$ cat src/rtl/ped_request_latch.sv
// Pedestrian push-button synchroniser/debouncer feeding a held request/acknowledge handshake.
// Optional PED_REQ_COUNT_EN adds a saturating count of issued requests on req_count.
module ped_request_latch #(
  parameter int DEBOUNCE_CYCLES = 16,
  parameter int CNT_W           = 8
) (
  input  logic       clk,
  input  logic       reset,
  input  logic       btn_raw,
  input  logic       ped_ack,
  output logic       ped_req,
  output logic       press_pulse,
  output logic       btn_db
`ifdef PED_REQ_COUNT_EN
  ,
  output logic [7:0] req_count
`endif
);

  typedef enum logic [1:0] {
    IDLE    = 2'b00,
    PENDING = 2'b01,
    SERVED  = 2'b10
  } state_t;

  logic             s1, s2;
  logic [CNT_W-1:0] db_cnt;
  logic             btn_db_prev;
  state_t           state, state_nxt;
  logic             rearm, rearm_nxt;

  // Two-flop synchroniser for the asynchronous button.
  always_ff @(posedge clk or negedge reset) begin
    if (!reset) begin
      s1 <= 1'b0;
      s2 <= 1'b0;
    end else begin
      s1 <= btn_raw;
      s2 <= s1;
    end
  end

  // State is accepted only after DEBOUNCE_CYCLES consecutive disagreeing samples.
  always_ff @(posedge clk or negedge reset) begin
    if (!reset) begin
      db_cnt <= '0;
      btn_db <= 1'b0;
    end else if (s2 == btn_db) begin
      db_cnt <= '0;
    end else if (db_cnt == CNT_W'(DEBOUNCE_CYCLES - 1)) begin
      btn_db <= s2;
      db_cnt <= '0;
    end else begin
      db_cnt <= db_cnt + CNT_W'(1);
    end
  end

  always_ff @(posedge clk or negedge reset) begin
    if (!reset) begin
      btn_db_prev <= 1'b0;
      press_pulse <= 1'b0;
    end else begin
      btn_db_prev <= btn_db;
      press_pulse <= btn_db & ~btn_db_prev;
    end
  end

  always_ff @(posedge clk or negedge reset) begin
    if (!reset) begin
      state <= IDLE;
      rearm <= 1'b0;
    end else begin
      state <= state_nxt;
      rearm <= rearm_nxt;
    end
  end

  always_comb begin
    state_nxt = state;
    rearm_nxt = rearm;
    unique case (state)
      IDLE: begin
        if (press_pulse) state_nxt = PENDING;
      end
      PENDING: begin
        if (ped_ack) begin
          state_nxt = SERVED;
          // A press landing on the ack cycle belongs to the next request.
          if (press_pulse) rearm_nxt = 1'b1;
        end
      end
      SERVED: begin
        if (!ped_ack) begin
          state_nxt = (rearm || press_pulse) ? PENDING : IDLE;
          rearm_nxt = 1'b0;
        end else if (press_pulse) begin
          rearm_nxt = 1'b1;
        end
      end
      default: begin
        state_nxt = IDLE;
        rearm_nxt = 1'b0;
      end
    endcase
  end

  // Only PENDING has bit 0 set, so every legal transition decodes glitch-free.
  assign ped_req = (state == PENDING);

`ifdef PED_REQ_COUNT_EN
  always_ff @(posedge clk or negedge reset) begin
    if (!reset) begin
      req_count <= 8'd0;
    end else if ((state_nxt == PENDING) && (state != PENDING) && (req_count != 8'hFF)) begin
      req_count <= req_count + 8'd1;
    end
  end
`endif

endmodule
$ cat config.mk
export PLATFORM = sky130hd
export DESIGN_NAME = ped_request_latch
export DESIGN_NICKNAME = d
export VERILOG_FILES = /design/src/rtl/ped_request_latch.sv
export SDC_FILE = /design/constraint.sdc
export NUM_CORES = 1
export LEC_CHECK = 0
export CAP_MARGIN = 20
export CORE_AREA = 2 2 44 46
export DETAILED_ROUTE_END_ITERATION = 7
export DIE_AREA = 0 0 46 48
export PLACE_DENSITY = 0.64
export SYNTH_ARGS = -nofsm -noshare
export SYNTH_HDL_FRONTEND = slang
export SYNTH_SLANG_ARGS = --single-unit
export TNS_END_PERCENT = 10
$ cat constraint.sdc
create_clock -name clk -period 1.7 [get_ports clk]
set_clock_uncertainty 0.15 [all_clocks]
set_input_delay 0.34 -clock clk [delete_from_list [all_inputs] [get_ports clk]]
set_output_delay 0.34 -clock clk [all_outputs]
set_load 0.005 [all_outputs]
==> results.txt <==
----------------------------------------------------
[Critical path]
  Chain of cells forming the critical path ... clkdlybuf4s50_1
  Launch point of the worst path ... press_pulse
  Cell family with most CP delay ... buffers and inverters
  Critical path's largest stage delay ... 510 ps
  Worst-case reg-to-reg path depth ... 5
  Launching point of the worst reg2reg path ... state[0]
  Crit path required time ... 1210 ps
  Critical path's slowest cell ... sky130_fd_sc_hd__clkdlybuf4s50_1
  Category of the most critical setup path ... reg -> out
  Data arrival time at the worst-slack endpoint ... 1170 ps
  CP max FO ... 3
  Flop2flop setup slack ... 100 ps
  Worst path buffer plus inverter count ... 1
  Number of cells on the critical path ... 1
  RR Endpoint ... state[1]
  Critical Path End Type ... primary output
  Kind of start point of the critical path ... register

[Detailed routing]
  DR pass1 iterations ... 4
  First-iteration detailed-routing DRC count ... 10
  Post-Route WL ... 1310 um
  Total via count after detailed routing ... 545
  Detail-routed net length per standard cell ... 12.8 um
  Antenna viol nets, final ... 0
  Post-detailed-route DRC marker count ... 0
  Via/cell ratio ... 5.34

[Place]
  Final HPWL DP ... 959 um
  Area after detailed placement ... 897 um^2
  Buffers on Ports ... 6
  Placed Cells ... 98
  Final RePlAce weighted congestion ... 0.773

[Global routing]
  Global-route usage over all layers ... 15.0%
  Antenna violations before repair ... 0
  Global-route wire length before repair ... 2260 um
  Vias in the first global route ... 537
  Largest net degree at the start of global routing ... 17
  Total gr overflow ... 0

[Clocking]
  Number of buffers created by CTS ... 3
  Clock tree from TritonCTS ... done
  Clock Tree Buf Depth ... 2
  Clk_lat worst skew ... 280 ps
  CTS root buf ... sky130_fd_sc_hd__clkbuf_4
  Htree depth ... 1
  Clock slew at the register clock pins of the worst setup and hold paths ... 90 ps
  Clk sink count ... 16

[Timing]
  Setup violators final ... 0
  Max-slew violations ... 0
  Tcrit/Tclk final ... 97.8%
  Worst-case hold slack ... 210 ps
  Final Hold Violating Endpoints ... 0
  Peak clock frequency supported by timing ... 0.602 GHz
  Final period demand of the worst path ... 1660 ps
  Actual transition at the worst max-transition pin ... 242 ps
  Headroom to the max-slew limit ... 83.8%

[Synthesis]
  Mean instance size in the synthesized netlist ... 11.3 um^2
  Number of synthesized register bits ... 16
  Leading area contributor after synthesis ... sky130_fd_sc_hd__dfrtp_1
  Top cells by area, synth ... sky130_fd_sc_hd__dfrtp_1 (53%), sky130_fd_sc_hd__ha_1 (8.3%), sky130_fd_sc_hd__mux2_2 (4.5%)
  Share of Yosys cell area claimed by the top area cell type ... 53.0%
  Sequential share of the synthesized area ... 53.0%
  Number of library cell types mapped by synthesis ... 22
  Count of yosys warnings during synthesis ... 0
  Area of the mapped netlist ... 756 um^2
  Number of instances in the synthesized netlist ... 67
  Synthesized netlist net count ... 76

[Finish]
  Number of diodes added for antenna fixing ... 0
  Layout net count ... 96
  Proportion of layout cells with a drive suffix above 1 ... 24.7%
  Post-route insts no fill ... 102
  Commonest non-fill, non-tap cell in the layout ... sky130_fd_sc_hd__dfrtp_1
  Final design utilization ... 55.1%
  Synth-to-Final Area Change ... 23.2%
  Final design area excluding fillers ... 931 um^2
  Commonest non-fill, non-tap cells in the layout ... sky130_fd_sc_hd__dfrtp_1 (16), sky130_fd_sc_hd__buf_4 (9)

[Power and ir drop]
  Worst VDD drop ... 0.523 mV
  Areal power density over the cells ... 673 nW/um^2
  Post-layout total power ... 0.627 mW
  Leakage ... 0.438 nW

[Floorplan]
  IO Pins ... 7
  Die W ... 46 um
  Effective utilization at floorplan ... 44.7%
  Floorplan core area ... 1690 um^2
  Placement row count ... 15
  Overall die height ... 48 um
  Area enclosed by the die boundary ... 2210 um^2

[Status]
  Run status ... complete, no violations

[Min path]
  Type of the most critical hold path ... in -> async

[Flow run]
  Max Cap Violations ... 0

----------------------------------------------------
## Yosys cell counts (all sizes together)
master	instances
xnor2	2
o22ai	1
nand2b	2
inv	5
or3	4
mux2	3
a21oi	4
and2b	1
a31oi	3
nand3	2
dfrtp	16
nand4	2
nor2b	2
a21o	1
a221o	1
nor4	1
nor2	3
ha	5
a41o	1
o211ai	1
nand2	4
o21ai	3
## per-stage QoR
stage | TNS (ps) | worst slack [ps]
floorplan | 0 | 182
global placement | 0 | 14.9
detailed placement | -37.0 | -19.9
CTS | 0 | 4.77
global route | -2.83 | -2.83
finish | 0 | 38.0
## worst max path at each step
stage                             end  slack [ps]
after global routing         state[1]          -3
after detailed placement     state[1]         -20
after floorplan                btn_db         180
final                     press_pulse          40
after global placement       state[0]          10
after CTS                     ped_req           5
## logic make-up after synthesis
logic type                 synth area share, %
xor gates and xnor gates                  2.32
adders and majority gates                 8.28
and+or+nand+nor                           16.9
DFF                                       53.0
muxes                                     4.47
buffers and inverters                     2.48
AOI/OAI and AO/OA                         12.6
## final cells by class
class	instances	area [um^2]
tap	17	21.3
timing repair buffer	15	126
inverter	5	18.8
sequential	16	400
clock buffer	3	22.5
fill	143	758
multi-input combinational	46	342
## metal layers
| metal | track usage (%) | share of wire [%] | up-vias |
|---|---|---|---|
| li1 | - | - | 275 |
| met1 | 20.0 | 48 | 259 |
| met2 | 21.9 | 46 | 9 |
| met3 | 5.66 | 5.3 | 2 |
| met4 | 6.29 | 0.92 | 0 |
| met5 | 0 | 0 | - |
## state kept, by name, indices dropped and copies added, names as in the netlist
signal and count:
btn_db_prev 1, db_cnt 8, s2 1, press_pulse 1
state 2, rearm 1, btn_db 1, s1 1
## what timing repair did
action                                 4_1_cts  5_1_grt
resized for setup                            2        6
pin swaps                                    0        2
endpoints found under the hold margin        0        0
setup endpoints to repair                    2        4
hold buffers                                 0        0
buffers inserted                             0        1
## report_power, final
group | internal (mW) | leakage (nW) | switching, mW | total (mW)
logic | 0.0227 | 0.208 | 0.0198 | 0.0425
clock network | 0.0821 | 0.0138 | 0.104 | 0.186
registers | 0.390 | 0.216 | 0.00896 | 0.399
Note: power is estimated with default switching activity, not from simulation.
